`src/rtl/mmio_uart_pkg.sv`:
```
`default_nettype none
// ============================================================================
// Module      : mmio_uart_pkg
// Description : Shared definitions for the memory-mapped UART: register
//               offsets, STATUS/CONTROL bit positions, TX/RX state encodings
//               and the divisor clamp helper.
//               Optional feature macro: MMIO_UART_PARITY_EN (adds the
//               PARITY states to both state machines).
// Revision    : 1.0 - initial release
// ============================================================================
package mmio_uart_pkg;

    // Word offsets (bus addr[3:2])
    localparam logic [1:0] c_addr_data    = 2'd0;
    localparam logic [1:0] c_addr_status  = 2'd1;
    localparam logic [1:0] c_addr_divisor = 2'd2;
    localparam logic [1:0] c_addr_control = 2'd3;

    // STATUS bit positions
    localparam int c_st_rx_nonempty = 0;
    localparam int c_st_rx_full     = 1;
    localparam int c_st_tx_empty    = 2;
    localparam int c_st_tx_full     = 3;
    localparam int c_st_tx_busy     = 4;
    localparam int c_st_rxovr       = 5;
    localparam int c_st_frame_err   = 6;
    localparam int c_st_parity_err  = 7;
    localparam int c_st_txovf       = 8;

    // CONTROL bit positions
    localparam int c_ctl_rx_ie = 0;
    localparam int c_ctl_tx_ie = 1;

    // Smallest divisor the bit timers can honour (RX needs DIVISOR/2 >= 2)
    localparam logic [15:0] c_div_min = 16'd4;

    typedef enum logic [2:0] {
        TX_IDLE,
        TX_START,
        TX_DATA,
`ifdef MMIO_UART_PARITY_EN
        TX_PARITY,
`endif
        TX_STOP
    } tx_state_t;

    typedef enum logic [2:0] {
        RX_IDLE,
        RX_START,
        RX_DATA,
`ifdef MMIO_UART_PARITY_EN
        RX_PARITY,
`endif
        RX_STOP
    } rx_state_t;

    function automatic logic [15:0] clamp_div(input logic [15:0] value);
        return (value < c_div_min) ? c_div_min : value;
    endfunction

endpackage
`default_nettype wire

```
`src/rtl/mmio_uart_sync_fifo.sv`:
```
`default_nettype none
// ============================================================================
// Module      : sync_fifo
// Description : Single-clock FIFO, power-of-two depth. Push and pop in the
//               same cycle both succeed when full; a pop on an empty FIFO is
//               ignored even if a push arrives in the same cycle.
// Ports       : clk, rstn (async active-low), push/din, pop/dout (head word,
//               valid while !empty), full, empty, count (entries held).
// Revision    : 1.0 - initial release
// ============================================================================
module sync_fifo #(
    parameter int WIDTH = 8,
    parameter int DEPTH = 16
) (
    input  logic                     clk,
    input  logic                     rstn,
    input  logic                     push,
    input  logic [WIDTH-1:0]         din,
    input  logic                     pop,
    output logic [WIDTH-1:0]         dout,
    output logic                     full,
    output logic                     empty,
    output logic [$clog2(DEPTH):0]   count
);
    localparam int c_aw = $clog2(DEPTH);

    logic [WIDTH-1:0] r_mem [DEPTH];
    logic [c_aw-1:0]  r_wr_ptr;
    logic [c_aw-1:0]  r_rd_ptr;
    logic [c_aw:0]    r_count;
    logic             w_pop_ok;
    logic             w_push_ok;

    assign empty     = (r_count == '0);
    assign full      = (r_count == (c_aw+1)'(DEPTH));
    assign count     = r_count;
    assign dout      = r_mem[r_rd_ptr];
    assign w_pop_ok  = pop & ~empty;
    // A full FIFO still accepts a push when the head leaves in the same cycle
    assign w_push_ok = push & (~full | w_pop_ok);

    always_ff @(posedge clk or negedge rstn) begin
        if (!rstn) begin
            r_wr_ptr <= '0;
            r_rd_ptr <= '0;
            r_count  <= '0;
        end else begin
            if (w_push_ok) r_wr_ptr <= r_wr_ptr + 1'b1;
            if (w_pop_ok)  r_rd_ptr <= r_rd_ptr + 1'b1;
            if (w_push_ok && !w_pop_ok)      r_count <= r_count + 1'b1;
            else if (w_pop_ok && !w_push_ok) r_count <= r_count - 1'b1;
        end
    end

    // Storage needs no reset: pointers alone define what is valid
    always_ff @(posedge clk) begin
        if (w_push_ok) r_mem[r_wr_ptr] <= din;
    end

endmodule
`default_nettype wire

```
`src/rtl/mmio_uart.sv`:
```
`default_nettype none
// ============================================================================
// Module      : mmio_uart
// Description : Memory-mapped UART with TX/RX FIFOs, programmable divisor,
//               sticky error flags and a level interrupt.
//               Optional feature macro: MMIO_UART_PARITY_EN (even parity,
//               8E1 frames); undefined gives 8N1 frames.
// Ports       : clk, rstn (async active-low); bus: sel, write, wmask[3:0],
//               addr[1:0], wdata[31:0], rdata[31:0] (registered);
//               serial: uart_rx (async), uart_tx; irq (registered level).
// Revision    : 1.0 - initial release
// ============================================================================
module mmio_uart #(
    parameter int CLOCK_RATE = 12_000_000,
    parameter int BAUD_RATE  = 115200,
    parameter int TX_DEPTH   = 16,
    parameter int RX_DEPTH   = 16
) (
    input  logic        clk,
    input  logic        rstn,
    input  logic        sel,
    input  logic        write,
    input  logic [3:0]  wmask,
    input  logic [1:0]  addr,
    input  logic [31:0] wdata,
    output logic [31:0] rdata,
    input  logic        uart_rx,
    output logic        uart_tx,
    output logic        irq
);
    import mmio_uart_pkg::*;

    localparam logic [15:0] c_reset_div = 16'(CLOCK_RATE / BAUD_RATE);
    localparam int          c_tx_cw     = $clog2(TX_DEPTH) + 1;
    localparam int          c_rx_cw     = $clog2(RX_DEPTH) + 1;

    // ---------------- bus decode ----------------
    logic w_rd, w_wr0;
    assign w_rd  = sel & ~write;
    assign w_wr0 = sel & write & wmask[0];

    logic [15:0] r_div;
    logic [1:0]  r_ctrl;
    logic        r_rxovr, r_frame_err, r_parity_err, r_txovf;

    // ---------------- FIFOs ----------------
    logic               w_tx_push, w_tx_pop, w_tx_full, w_tx_empty;
    logic [7:0]         w_tx_dout;
    logic [c_tx_cw-1:0] w_tx_count;
    logic               w_rx_push, w_rx_pop, w_rx_full, w_rx_empty;
    logic [7:0]         w_rx_dout;
    logic [c_rx_cw-1:0] w_rx_count;
    logic [7:0]         r_rx_shift;

    assign w_tx_push = w_wr0 & (addr == c_addr_data);
    assign w_rx_pop  = w_rd & (addr == c_addr_data);

    sync_fifo #(.WIDTH(8), .DEPTH(TX_DEPTH)) u_tx_fifo (
        .clk(clk), .rstn(rstn), .push(w_tx_push), .din(wdata[7:0]),
        .pop(w_tx_pop), .dout(w_tx_dout), .full(w_tx_full),
        .empty(w_tx_empty), .count(w_tx_count));

    sync_fifo #(.WIDTH(8), .DEPTH(RX_DEPTH)) u_rx_fifo (
        .clk(clk), .rstn(rstn), .push(w_rx_push), .din(r_rx_shift),
        .pop(w_rx_pop), .dout(w_rx_dout), .full(w_rx_full),
        .empty(w_rx_empty), .count(w_rx_count));

    // ---------------- transmitter ----------------
    tx_state_t   r_tx_state;
    logic [15:0] r_tx_div, r_tx_cnt;
    logic [7:0]  r_tx_byte;
    logic [2:0]  r_tx_bit;
    logic        w_tx_tick, w_tx_start, w_tx_busy;

    assign w_tx_tick  = (r_tx_cnt == 16'd0);
    assign w_tx_busy  = (r_tx_state != TX_IDLE);
    // The next frame may start straight out of the last stop-bit cycle
    assign w_tx_start = ~w_tx_empty &
                        ((r_tx_state == TX_IDLE) | ((r_tx_state == TX_STOP) & w_tx_tick));
    assign w_tx_pop   = w_tx_start;

    always_ff @(posedge clk or negedge rstn) begin
        if (!rstn) begin
            r_tx_state <= TX_IDLE;
            r_tx_div   <= c_reset_div;
            r_tx_cnt   <= 16'd0;
            r_tx_byte  <= 8'd0;
            r_tx_bit   <= 3'd0;
            uart_tx    <= 1'b1;
        end else if (w_tx_start) begin
            r_tx_state <= TX_START;
            r_tx_div   <= r_div;            // divisor frozen for the whole frame
            r_tx_cnt   <= r_div - 16'd1;
            r_tx_byte  <= w_tx_dout;
            r_tx_bit   <= 3'd0;
            uart_tx    <= 1'b0;
        end else if (r_tx_state != TX_IDLE) begin
            if (!w_tx_tick) begin
                r_tx_cnt <= r_tx_cnt - 16'd1;
            end else begin
                r_tx_cnt <= r_tx_div - 16'd1;
                case (r_tx_state)
                    TX_START: begin
                        r_tx_state <= TX_DATA;
                        uart_tx    <= r_tx_byte[0];
                    end
                    TX_DATA: begin
                        r_tx_bit <= r_tx_bit + 3'd1;
                        if (r_tx_bit == 3'd7) begin
`ifdef MMIO_UART_PARITY_EN
                            r_tx_state <= TX_PARITY;
                            uart_tx    <= ^r_tx_byte;
`else
                            r_tx_state <= TX_STOP;
                            uart_tx    <= 1'b1;
`endif
                        end else begin
                            uart_tx <= r_tx_byte[r_tx_bit + 3'd1];
                        end
                    end
`ifdef MMIO_UART_PARITY_EN
                    TX_PARITY: begin
                        r_tx_state <= TX_STOP;
                        uart_tx    <= 1'b1;
                    end
`endif
                    default: r_tx_state <= TX_IDLE;   // stop done, FIFO empty
                endcase
            end
        end
    end

    // ---------------- receiver ----------------
    rx_state_t   r_rx_state;
    logic [1:0]  r_rx_sync;
    logic        r_rx_prev;
    logic [15:0] r_rx_div, r_rx_cnt;
    logic [2:0]  r_rx_bit;
    logic        w_rx_in, w_rx_tick, w_rx_stop, w_rx_par_bad;

    assign w_rx_in   = r_rx_sync[1];
    assign w_rx_tick = (r_rx_cnt == 16'd0);
    assign w_rx_stop = (r_rx_state == RX_STOP) & w_rx_tick;
`ifdef MMIO_UART_PARITY_EN
    logic r_rx_par_bad;
    assign w_rx_par_bad = r_rx_par_bad;
`else
    assign w_rx_par_bad = 1'b0;
`endif
    assign w_rx_push = w_rx_stop & w_rx_in & ~w_rx_par_bad;

    always_ff @(posedge clk or negedge rstn) begin
        if (!rstn) begin
            r_rx_sync  <= 2'b11;
            r_rx_prev  <= 1'b1;
            r_rx_state <= RX_IDLE;
            r_rx_div   <= c_reset_div;
            r_rx_cnt   <= 16'd0;
            r_rx_shift <= 8'd0;
            r_rx_bit   <= 3'd0;
`ifdef MMIO_UART_PARITY_EN
            r_rx_par_bad <= 1'b0;
`endif
        end else begin
            r_rx_sync <= {r_rx_sync[0], uart_rx};
            r_rx_prev <= w_rx_in;
            if (r_rx_state == RX_IDLE) begin
                if (r_rx_prev && !w_rx_in) begin
                    r_rx_state <= RX_START;
                    r_rx_div   <= r_div;
                    // first sample lands mid start bit
                    r_rx_cnt   <= {1'b0, r_div[15:1]} - 16'd1;
                end
            end else if (!w_rx_tick) begin
                r_rx_cnt <= r_rx_cnt - 16'd1;
            end else begin
                r_rx_cnt <= r_rx_div - 16'd1;
                case (r_rx_state)
                    RX_START: begin
                        // line back high at mid start bit: treat as a glitch
                        if (w_rx_in) r_rx_state <= RX_IDLE;
                        else begin
                            r_rx_state <= RX_DATA;
                            r_rx_bit   <= 3'd0;
                        end
                    end
                    RX_DATA: begin
                        r_rx_shift <= {w_rx_in, r_rx_shift[7:1]};
                        r_rx_bit   <= r_rx_bit + 3'd1;
`ifdef MMIO_UART_PARITY_EN
                        if (r_rx_bit == 3'd7) r_rx_state <= RX_PARITY;
                    end
                    RX_PARITY: begin
                        r_rx_par_bad <= w_rx_in ^ (^r_rx_shift);
                        r_rx_state   <= RX_STOP;
                    end
`else
                        if (r_rx_bit == 3'd7) r_rx_state <= RX_STOP;
                    end
`endif
                    default: r_rx_state <= RX_IDLE;   // stop bit sampled
                endcase
            end
        end
    end

    // ---------------- registers, status, read path ----------------
    logic [8:0]  w_status, w_clr;
    logic [15:0] w_div_new;
    logic [31:0] w_rdata_nx;
    logic        w_div_we;

    assign w_clr     = (w_wr0 && addr == c_addr_status) ? wdata[8:0] : 9'd0;
    assign w_div_we  = sel & write & (addr == c_addr_divisor) & (|wmask[1:0]);
    assign w_div_new = {wmask[1] ? wdata[15:8] : r_div[15:8],
                        wmask[0] ? wdata[7:0]  : r_div[7:0]};

    always_comb begin
        w_status                   = 9'd0;
        w_status[c_st_rx_nonempty] = ~w_rx_empty;
        w_status[c_st_rx_full]     = w_rx_full;
        w_status[c_st_tx_empty]    = w_tx_empty;
        w_status[c_st_tx_full]     = w_tx_full;
        w_status[c_st_tx_busy]     = w_tx_busy;
        w_status[c_st_rxovr]       = r_rxovr;
        w_status[c_st_frame_err]   = r_frame_err;
        w_status[c_st_parity_err]  = r_parity_err;
        w_status[c_st_txovf]       = r_txovf;
    end

    always_comb begin
        w_rdata_nx = 32'd0;
        case (addr)
            c_addr_data:    if (!w_rx_empty) w_rdata_nx = {23'd0, 1'b1, w_rx_dout};
            c_addr_status:  w_rdata_nx = {23'd0, w_status};
            c_addr_divisor: w_rdata_nx = {16'd0, r_div};
            default:        w_rdata_nx = {30'd0, r_ctrl};
        endcase
    end

    always_ff @(posedge clk or negedge rstn) begin
        if (!rstn) begin
            r_div        <= c_reset_div;
            r_ctrl       <= 2'd0;
            r_rxovr      <= 1'b0;
            r_frame_err  <= 1'b0;
            r_parity_err <= 1'b0;
            r_txovf      <= 1'b0;
            irq          <= 1'b0;
            rdata        <= 32'd0;
        end else begin
            if (w_div_we) r_div <= clamp_div(w_div_new);
            if (w_wr0 && addr == c_addr_control) r_ctrl <= wdata[1:0];
            // set events take priority over a same-cycle clear
            r_rxovr      <= (w_rx_push & w_rx_full & ~w_rx_pop) |
                            (r_rxovr & ~w_clr[c_st_rxovr]);
            r_frame_err  <= (w_rx_stop & ~w_rx_in) |
                            (r_frame_err & ~w_clr[c_st_frame_err]);
            r_parity_err <= (w_rx_stop & w_rx_in & w_rx_par_bad) |
                            (r_parity_err & ~w_clr[c_st_parity_err]);
            r_txovf      <= (w_tx_push & w_tx_full & ~w_tx_pop) |
                            (r_txovf & ~w_clr[c_st_txovf]);
            irq <= (r_ctrl[c_ctl_rx_ie] & ~w_rx_empty) |
                   (r_ctrl[c_ctl_tx_ie] & w_tx_empty & ~w_tx_busy);
            if (w_rd) rdata <= w_rdata_nx;
        end
    end

    logic w_unused;
    assign w_unused = ^{wdata[31:16], wmask[3:2], w_tx_count, w_rx_count};

endmodule
`default_nettype wire

```
`config.mk`:
```
export PLATFORM = sky130hd
export DESIGN_NAME = mmio_uart
export DESIGN_NICKNAME = d
export VERILOG_FILES = /design/src/rtl/mmio_uart_pkg.sv /design/src/rtl/mmio_uart_sync_fifo.sv /design/src/rtl/mmio_uart.sv
export SDC_FILE = /design/constraint.sdc
export NUM_CORES = 1
export LEC_CHECK = 0
export ABC_CLOCK_PERIOD_IN_PS = 3500
export BUFFER_PORTS_ARGS = -buffer_cell sky130_fd_sc_hd__buf_2
export CORE_UTILIZATION = 55
export DETAILED_ROUTE_END_ITERATION = 8
export GPL_ROUTABILITY_DRIVEN = 0
export PLACE_DENSITY_LB_ADDON = 0.1
export SYNTH_ARGS = -nofsm -noshare
export SYNTH_HDL_FRONTEND = slang
export SYNTH_SLANG_ARGS = --single-unit
export TNS_END_PERCENT = 50
```
`constraint.sdc`:
```
create_clock -name clk -period 3.5 [get_ports clk]
set_input_delay 0.175 -clock clk [delete_from_list [all_inputs] [get_ports clk]]
set_output_delay 0.175 -clock clk [all_outputs]
set_load 0.05 [all_outputs]
```
After elaboration in Yosys (flattened, before gate mapping)
Memories as Yosys holds them, arrays and structs flattened. A register that Yosys moved wholly into a read port is not among the register bits.
Cells that the tools add are included.
{"block": "op_classes", "add_sub_neg": 16, "mul": 0, "div": 0, "order_cmp": 2, "n_eq_ne": 17, "shifts": 0, "mux": 44, "bitwise": 48, "n_reduce_logical": 37}
{"operator": "$mux W16", "n": 7}
{"operator": "$pmux W32 S3", "n": 1}
{"operator": "$sub A16 B1 Y16 const B", "n": 5}
{"operator": "$mux W3", "n": 13}
{"operator": "$logic_not A16 Y1", "n": 2}
{"operator": "$and A1 B1 Y1", "n": 27}
{"operator": "$mux W5", "n": 4}
{"operator": "$mux W9", "n": 2}
{"operator": "$pmux W3 S2", "n": 3}
{"operator": "$add A4 B1 Y4 const B", "n": 4}
{"operator": "$lt A16 B3 Y1 const B", "n": 1}
{"operator": "$mux W8", "n": 2}
{"operator": "$sub A15 B1 Y16 const B", "n": 1}
{"operator": "$reduce_and A3 Y1", "n": 5}
{"operator": "$not A1 Y1", "n": 14}
{"operator": "$reduce_bool A2 Y1", "n": 7}
{"operator": "$eq A3 B2 Y1 const B", "n": 4}
{"operator": "$add A5 B1 Y5 const B", "n": 2}
{"operator": "$eq A5 B5 Y1 const B", "n": 2}
{"operator": "$logic_not A5 Y1", "n": 2}
{"operator": "$sub A5 B1 Y5 const B", "n": 2}
{"operator": "$mux W1", "n": 9}
{"operator": "$logic_and A1 B1 Y1", "n": 7}
{"operator": "$or A1 B1 Y1", "n": 7}
{"operator": "20 further kinds", "n": 31}
{"block": "word_totals", "regBits": 169, "latchBits": 0, "ram_bits": 256, "rom_bits": 0, "in_bits": 43, "output_inout_bits": 34, "word_cells": 192, "n_memories": 2}
{"memory": "u_rx_fifo.r_mem", "words": 16, "word_bits": 8, "rd": 1, "rd_clocked_by_memory_dff": 0, "wr": 1, "line": "mmio_uart_sync_fifo.sv:27", "rtl": "logic [WIDTH-1:0] r_mem [DEPTH];"}
{"memory": "u_tx_fifo.r_mem", "words": 16, "word_bits": 8, "rd": 1, "rd_clocked_by_memory_dff": 1, "wr": 1, "line": "mmio_uart_sync_fifo.sv:27"}

Longest topological paths before layout
Gate-level depths: netlist (run 1).
{"block": "logic_depth", "depth_word": 11, "mapped_depth": 16, "mapped_depth_nobuf": 13}

Cells and area by module
A second synthesis (run 1) with hierarchy kept.
{"block": "hier_totals", "cells_unflattened": 1414, "area_unflattened_um2": 18621.6}
{"module": "mmio_uart", "n_inst": 1, "cells_per_inst": 772, "area_per_inst_um2": 7168.1}
{"module": "sync_fifo at u_tx_fifo", "n_inst": 1, "cells_per_inst": 319, "area_per_inst_um2": 5736.8}
{"module": "sync_fifo at u_rx_fifo", "n_inst": 1, "cells_per_inst": 323, "area_per_inst_um2": 5716.7}

Least setup slack after synthesis (run 1)
Ideal clock, no wire load.
{"block": "synth_timing", "path_kind": "flip-flop to flip-flop", "startpoint": "register r_tx_cnt[3]", "endpoint": "register r_tx_cnt[8]", "arrival_ns": 3.709, "slack_ns": -0.279, "stages_incl_launch_ff": 15, "path_cell_list": "dfrtp_1 nor4_4 nand4_4 o31ai_4 buf_2 buf_2 buf_2 o21a_1 ha_1 inv_1 a311o_1 mux2i_1 nand2_1 or4b_1 nand3_1"}
{"block": "synth_between", "elab_chain_len": 5, "word_cells_on_any_way": 9, "classes_between": "1 x add/sub; 3 x mux; 3 x bitwise; 2 x reduce/logical"}
{"item": "from (decl)", "line": "mmio_uart.sv:70", "rtl": "logic [15:0] r_tx_div, r_tx_cnt;"}
{"item": "from (signal assigned)", "line": "mmio_uart.sv:93", "rtl": "r_tx_cnt <= r_div - 16'd1;"}
{"item": "from (signal assigned)", "line": "mmio_uart.sv:99", "rtl": "r_tx_cnt <= r_tx_cnt - 16'd1;"}
{"item": "from (signal assigned)", "line": "mmio_uart.sv:101", "rtl": "r_tx_cnt <= r_tx_div - 16'd1;"}
{"item": "branches (longest 5 deep; another with $sub A16 B1 Y16)"}
Parallel ways; which one is timed is not known. The select of a mux whose other input is x is not followed.
A chain may end at the register's enable or synchronous reset.

Worst setup path after layout (run 1)
{"block": "layout_timing", "startpoint": "register r_tx_cnt[7]", "endpoint": "register u_tx_fifo.r_count[4] (netlist: u_tx_fifo.count[4])"}
{"block": "layout_between", "elab_chain_len": 10, "word_cells_on_any_way": 13, "classes_between": "1 x mux; 6 x bitwise; 6 x reduce/logical"}
{"item": "$logic_not A16 Y1 (*)", "line": "mmio_uart.sv:75", "rtl": "assign w_tx_tick = (r_tx_cnt == 16'd0);"}
{"item": "$and A1 B1 Y1 (*)", "line": "mmio_uart.sv:79", "rtl": "((r_tx_state == TX_IDLE) | ((r_tx_state == TX_STOP) & w_tx_tick));"}
{"item": "$or A1 B1 Y1 (*)", "line": "mmio_uart.sv:79"}
{"item": "$and A1 B1 Y1 (*)", "line": "mmio_uart.sv:78", "rtl": "assign w_tx_start = ~w_tx_empty &"}
{"item": "$and A1 B1 Y1 (*)", "line": "mmio_uart_sync_fifo.sv:38", "rtl": "assign w_pop_ok = pop & ~empty;"}
{"item": "$or A1 B1 Y1 (*)", "line": "mmio_uart_sync_fifo.sv:40", "rtl": "assign w_push_ok = push & (~full | w_pop_ok);"}
{"item": "$and A1 B1 Y1 (*)", "line": "mmio_uart_sync_fifo.sv:40"}
{"item": "via u_tx_fifo.w_push_ok", "line": "mmio_uart_sync_fifo.sv:32", "rtl": "logic w_push_ok;"}
{"item": "$logic_not A1 Y1", "line": "mmio_uart_sync_fifo.sv:51", "rtl": "else if (w_pop_ok && !w_push_ok) r_count <= r_count - 1'b1;"}
{"item": "$logic_and A1 B1 Y1", "line": "mmio_uart_sync_fifo.sv:51"}
{"item": "$reduce_bool A2 Y1 (no line)"}
{"item": "to (signal assigned)", "line": "mmio_uart_sync_fifo.sv:50", "rtl": "if (w_push_ok && !w_pop_ok) r_count <= r_count + 1'b1;"}
{"item": "to (signal assigned)", "line": "mmio_uart_sync_fifo.sv:51"}
{"item": "to (decl)", "line": "mmio_uart_sync_fifo.sv:30", "rtl": "logic [c_aw:0] r_count;"}
The timed path passes the listed nets; every way through them passes the cells marked *.

==> flow_summary_export.csv, run 1 <==
group,metric,value,unit
run_status,outcome,"complete, no violations",
synth,synthMuxAreaShare,14.2,%
cells_and_area,syn2layout_area_growth,13.2,%
cells_and_area,n_fill_cell,2506,
worst_setup_path,cp.arrival,3.69,ns
worst_setup_path,reg2reg_from,"r_tx_cnt[7]",
routing,viasPerCell,5.92,
timing,finalCritPeriodShare,93.1,%
cells_and_area,fin_area,21200,µm²
timing,fin_tns_setup,0,ns
synth,synth_edf_count,256,
clock_network,path_clk_slew,0.06,ns
timing,slew-limit-headroom,44.4,%
routing,wl_per_cell,21.8,µm
synth,synth_xor_area_share,1.83,%
routing,dr_wl_met3,1850,µm
worst_setup_path,required,3.93,ns
synth,synth-seq-area-share,62.4,%
placement,port_buffers,42,
timing,fin_skew,0.0116,ns
synth,yosys.area_share.simple,9.53,%
hold_path,min-delay-start,"sel",
global_route,grt_pass1_vias,11200,
synth,synth_top_family_by_area,"multiplexers",
placement,dpl.hpwl,27200,µm
global_route,grt_max_degree,81,
die,fp-row-count,67,
global_route,grt_overflow,0,
hold_path,hp-class,"in2reg",
routing,firstDrtPassIters,5,
clock_network,clock_sinks,415,
cells_and_area,drive_gt1_share,23.2,%
cells_and_area,regArea,11700,µm²
worst_setup_path,critPathLaunchType,"register",
pwr,powerDensity,620,nW/µm²
placement,place_area,19600,µm²
global_route,antenna_found_initial,0,
timing,maxSlewViolCount,0,
timing,grt_setup_unrepaired,"no",
global_route,grt_pass1_wl,65800,µm
die,start_util,55.8,%
routing,finalWirelength,41200,µm
die,die_h,186,µm
synth,yosysWarnings,0,
die,core_area,33500,µm²
clock_network,numCtsBuffers,44,
global_route,grt.total_usage,24.6,%
timing,max_freq,0.307,GHz
die,boundaryPins,77,
routing,drtIter0Drc,717,
routing,wl_met2,20000,µm
die,dieArea,34800,µm²
synth,synthAdderAreaFrac,2.35,%
synth,syn_inst,1319,
timing,period_minus_slack,3.26,ns
routing,antenna_left,0,
cells_and_area,multiInputGateArea,6630,µm²
clock_network,cts_buffer_depth,3,
timing,hold_violations,0,
cells_and_area,nNetsFinal,1484,
worst_setup_path,crit_fanout,6,
clock_network,cts_root_buf,"clkbuf_16",
hold_path,min_to,"r_div[0]",
pwr,vdd_ir_drop_max,416,µV
clock_network,clock_latency,0.55,ns
routing,wl_met1,18600,µm
worst_setup_path,reg2regPathDepth,12,
clock_network,cts_tree,"yes",
cells_and_area,diodes,0,
die,die_w,186,µm
clock_network,post_cts_buffers,0,
hold_path,holdPathStages,4,
clock_network,htreeDepth,2,
worst_setup_path,crit_path_end_kind,"register",
worst_setup_path,worst-setup-path-type,"reg2reg",
timing,worst_pin_slew,0.834,ns
synth,postSynth.asyncResetShare,38.3,%
synth,syn_area_per_cell,14.2,µm²
synth,synth_cell_type_count,71,
synth,synth_compound_area_share,7.14,%
run,drv_cap,0,
pwr,leakage,8.13,nW
synth,synth_ff_type,"edfxtp_1",
synth,synthesis.area,18700,µm²
worst_setup_path,rrSetupSlack,0.24,ns
timing,fin_hold_ws,0.0466,ns
timing,finalSetupViolCount,0,
routing,vias,11200,
pwr,power,13.1,mW
synth,synth_seq_cells,415,
worst_setup_path,worstReg2RegEnd,"u_tx_fifo.count[4]",
routing,drc_errors,0,
routing,dr.max_layer_used,"met4",
through the flow:
step / setup WS, ns / instances / util [%]
6_report: 0.241 / 1891 / 63.1
5_1_grt: 0.0604 / 1891 / 63.1
4_1_cts: 0.239 / 1891 / 63.1
3_5_place_dp: 0.252 / 1798 / 58.5
3_3_place_gp: 0.315 / 1798 / 58.5
2_1_floorplan: -0.00139 / 1334 / -
repair_timing:
action / CTS / global route
resized for setup: 0 / 1
setup endpoints to repair: 0 / 1
endpoints found under the hold margin: 79 / 0
hold buffers: 11 / 0
cell usage in the layout, fill, tap and decap left out, types with 8 or more instances in the layout:
cell,instances
mux2_2,56
a22o_1,14
dfstp_2,13
nand4_1,8
o211ai_1,10
or3_1,9
dfrtp_1,144
nand2_1,150
nand2b_1,11
inv_1,20
mux2i_1,26
xor2_1,11
conb_1,16
edfxtp_1,256
buf_2,41
a21oi_1,50
o21ai_0,50
clkbuf_16,45
ha_1,31
dlygate4sd3_1,11
clkbuf_1,11
and2_1,22
clkinv_1,8
mux4_2,78
buf_4,56
a31oi_1,13
nor2_1,66
nor2b_1,13
nor4_1,12
nand3_1,18
nor3_1,18
xnor2_1,28
state kept, by name, summed over array words and instances (netlist names), 16 cells and up:
register	count
rdata	16
u_rx_fifo.r_mem	128
r_div	16
r_tx_div	16
r_rx_div	16
r_rx_cnt	16
u_tx_fifo.r_mem	128
r_tx_cnt	16
cell usage after synthesis (7+ instances only):
master	instances	area, µm²
nand2_1	150	563
nand3_1	18	90.1
clkbuf_1	40	150
mux4_2	78	1760
nand4_1	8	50.1
o21a_1	7	52.6
nor3_1	18	90.1
nand2b_1	11	68.8
ha_1	32	400
a21oi_1	50	250
or3_1	9	56.3
mux2_2	56	631
a22o_1	14	123
mux2i_1	27	270
a31oi_1	13	81.3
nor2b_1	13	81.3
o211ai_1	10	75.1
dfstp_2	13	342
buf_2	9	45.0
xnor2_1	28	245
edfxtp_1	256	7690
buf_4	17	128
and2_1	22	138
buf_1	17	63.8
dfrtp_1	146	3650
inv_1	20	75.1
nor2_1	66	248
xor2_1	11	96.3
nor4_1	12	75.1
o21ai_0	50	250
logic make-up after synthesis:
kind of cell / after synthesis
fa+ha+maj: 34
other cells: 1
buf+inv: 104
flops: 415
compound gates: 203
simple gates: 362
xor+xnor: 39
mux: 161
worst max path at each step:
stage                             from                 end  slack [ns]
detailed placement         r_tx_cnt[7]  u_tx_fifo.count[4]        0.25
floorplan           u_tx_fifo.count[0]  u_tx_fifo.count[4]      -0.001
global placement           r_tx_cnt[7]  u_tx_fifo.count[4]        0.32
CTS                        r_tx_cnt[7]  u_tx_fifo.count[4]        0.24
global route               r_tx_cnt[3]  u_tx_fifo.count[4]        0.06
finish                     r_tx_cnt[7]  u_tx_fifo.count[4]        0.24
worst max-delay path: stages (launching register included):
cell and delay (ns):
dfrtp_1 0.45, or4_1 0.65, nor2_1 0.18, a211oi_1 0.17
nor4_4 0.27, ha_1 0.22, inv_1 0.10, fa_1 0.42
a21o_1 0.18, a21oi_1 0.16, xnor2_1 0.13, nor2_1 0.06
xor2_1 0.14
layer usage:
layer,vias up,global-route usage [%]
met4,0,6.18
li1,5145,-
met2,260,39.8
met1,5724,35.8
met5,-,0
met3,59,3.07
final cells by class:
class	instances	area share, %
clock buffers	59	5.71
clock inverters	23	1.14
inverters	21	0.384
multi-input cells	815	31.3
flip-flops and latches	415	55.2
well taps	448	2.65
repair buffers	110	3.62
report_power, final:
group / switching, mW / internal, mW
sequential: 0.566 / 5.69
clock: 1.88 / 2.80
combinational: 1.20 / 0.988
Power figures use the tool's default switching activity.
==> inputs of run 2 (changes only) <==
--- a/config.mk
+++ b/config.mk
@@ -10,7 +10,7 @@
 export CORE_UTILIZATION = 55
 export DETAILED_ROUTE_END_ITERATION = 8
 export GPL_ROUTABILITY_DRIVEN = 0
-export PLACE_DENSITY_LB_ADDON = 0.1
+export PLACE_DENSITY = 0.75
 export SYNTH_ARGS = -nofsm -noshare
 export SYNTH_HDL_FRONTEND = slang
 export SYNTH_SLANG_ARGS = --single-unit
==> constraint.sdc (replaced) <==
create_clock -name clk -period 3.5 [get_ports clk]
set_input_delay 0 -clock clk [delete_from_list [all_inputs] [get_ports clk]]
set_output_delay 0 -clock clk [all_outputs]
set_load 0.05 [all_outputs]
==> flow_summary_export.csv, run 2 (synthesis gave the netlist of run 1 again) <==
group,metric,value,unit
routing,finalWirelength,41300,µm
cells_and_area,final_cell_mix,"edfxtp_1 (256), nand2_1 (150), dfrtp_1 (144)",
timing,worst_pin_slew,0.905,ns
routing,viasPerCell,6.00,
timing,fin_tns_setup,0,ns
timing,grt_setup_unrepaired,"no",
die,die_h,186,µm
pwr,powerDensity,618,nW/µm²
placement,pre_cts_slack,0.137,ns
clock_network,post_cts_buffers,0,
die,boundaryPins,77,
routing,firstDrtPassIters,6,
global_route,antenna_found_initial,0,
timing,period_minus_slack,3.34,ns
timing,hold_violations,0,
clock_network,clock_sinks,415,
placement,dp.cells,1794,
cells_and_area,final_core_util,63.5,%
global_route,grt_pass1_vias,11500,
routing,drc_errors,0,
cells_and_area,drive_gt1_share,22.8,%
worst_setup_path,worst-setup-path-type,"reg2reg",
cells_and_area,reg_top3,"u_rx_fifo.r_mem x128, u_tx_fifo.r_mem x128",
pwr,p_switching,3.62,mW
global_route,grt_max_degree,86,
die,core_area,33500,µm²
routing,wl_per_cell,21.8,µm
clock_network,numCtsBuffers,42,
cells_and_area,fin_area,21300,µm²
timing,fin_hold_ws,0.109,ns
timing,fin_skew,0.0153,ns
timing,finalSetupViolCount,0,
pwr,combinationalPowerShare,16.7,%
run,drv_cap,0,
pwr,p_int,9.55,mW
routing,antenna_left,0,
worst_setup_path,required,3.92,ns
clock_network,cts_buffer_depth,3,
timing,max_freq,0.299,GHz
global_route,grt_overflow,0,
clock_network,cts_tree,"yes",
die,dieArea,34800,µm²
pwr,leakage,8.15,nW
run_status,outcome,"complete, no violations",
clock_network,path_clk_slew,0.06,ns
clock_network,htreeDepth,2,
placement,port_buffers,42,
clock_network,cts_root_buf,"clkbuf_16",
pwr,power.share.switching,27.5,%
worst_setup_path,cp.arrival,3.76,ns
cells_and_area,syn2layout_area_growth,13.8,%
cells_and_area,finalNonFillerCells,1897,
die,die_w,186,µm
timing,slew-limit-headroom,39.6,%
worst_setup_path,crit_fanout,9,
global_route,grt_pass1_wl,65900,µm
cells_and_area,nNetsFinal,1494,
timing,finalCritPeriodShare,95.6,%
die,fp-row-count,67,
die,start_util,55.8,%
timing,maxSlewViolCount,0,
placement,dpl.hpwl,26700,µm
placement,place_area,19600,µm²
worst_setup_path,critPathLaunchType,"register",
pwr,vdd_ir_drop_max,467,µV
routing,drtIter0Drc,980,
timing,fin_ws,0.156,ns
worst_setup_path,crit_path_end_kind,"register",
cells_and_area,diodes,0,
pwr,seqPwrFrac,47.6,%
cells_and_area,final_common_cell,"edfxtp_1",
hold_path,hp-class,"in2async",
global_route,grt.total_usage,24.3,%
clock_network,clock_latency,0.54,ns
pwr,power_frac_clock,35.7,%
pwr,power,13.2,mW
routing,vias,11400,
[run 2: routing by layer]
layer  track usage [%]  wire length, µm  vias up
met5                 0                0        -
met3              2.80             2000       77
met4              7.22             1030        0
li1                  -                -     5156
met2              39.6            20100      336
met1              34.9            18100     5810
[run 2: worst paths after layout]
| check | start | end | slack, ns | cells after the start |
|---|---|---|---|---|
| max in group asynchronous | rstn | r_tx_div[6] | 2.45 | 3 |
| setup / recovery | r_div[11] | r_div[0] | 0.16 | 9 |
| hold / removal | rstn | r_tx_cnt[12] | 0.11 | 2 |
| min in group clk | uart_rx | r_rx_sync[0] | 0.11 | 2 |
| setup reg to reg | r_div[11] | r_div[0] | 0.16 | 9 |
| hold reg to reg | r_rx_sync[0] | r_rx_sync[1] | 0.36 | 0 |
[run 2: power by group through the flow]
stage          sequential (mW)  clock (mW)  combinational [mW]
6_report                  6.27        4.71                2.20
5_1_grt                   6.33        4.95                2.44
4_1_cts                   6.25        4.76                2.19
3_5_place_dp              6.34           0                2.13
3_3_place_gp              6.32           0                2.08
2_1_floorplan             6.23           0                1.58
[run 2: cell type report]
type / count / area (µm²)
Fill cell: 2439 / 12200
Sequential cell: 415 / 11700
Multi-Input combinational cell: 815 / 6640
Clock buffer: 52 / 1120
Timing Repair Buffer: 122 / 897
Tap cell: 448 / 561
Clock inverter: 24 / 323
Inverter: 21 / 81.3
[run 2: repair_timing]
action                                  4_1_cts  5_1_grt
gates resized for setup                       0        3
hold buffers                                 27        0
endpoints found under the setup margin        0        3
endpoints found under the hold margin       228        0
[run 2: critical path, cell delays in order (launching register included)]
cell           delay, ns
dfrtp_1             0.51
or4_1               0.56
nor2_1              0.10
a21oi_1             0.06
nor4_1              0.50
a21oi_1             0.19
o21ai_0             0.17
dlygate4sd3_1       0.57
nand2_1             0.05
dlygate4sd3_1       0.54
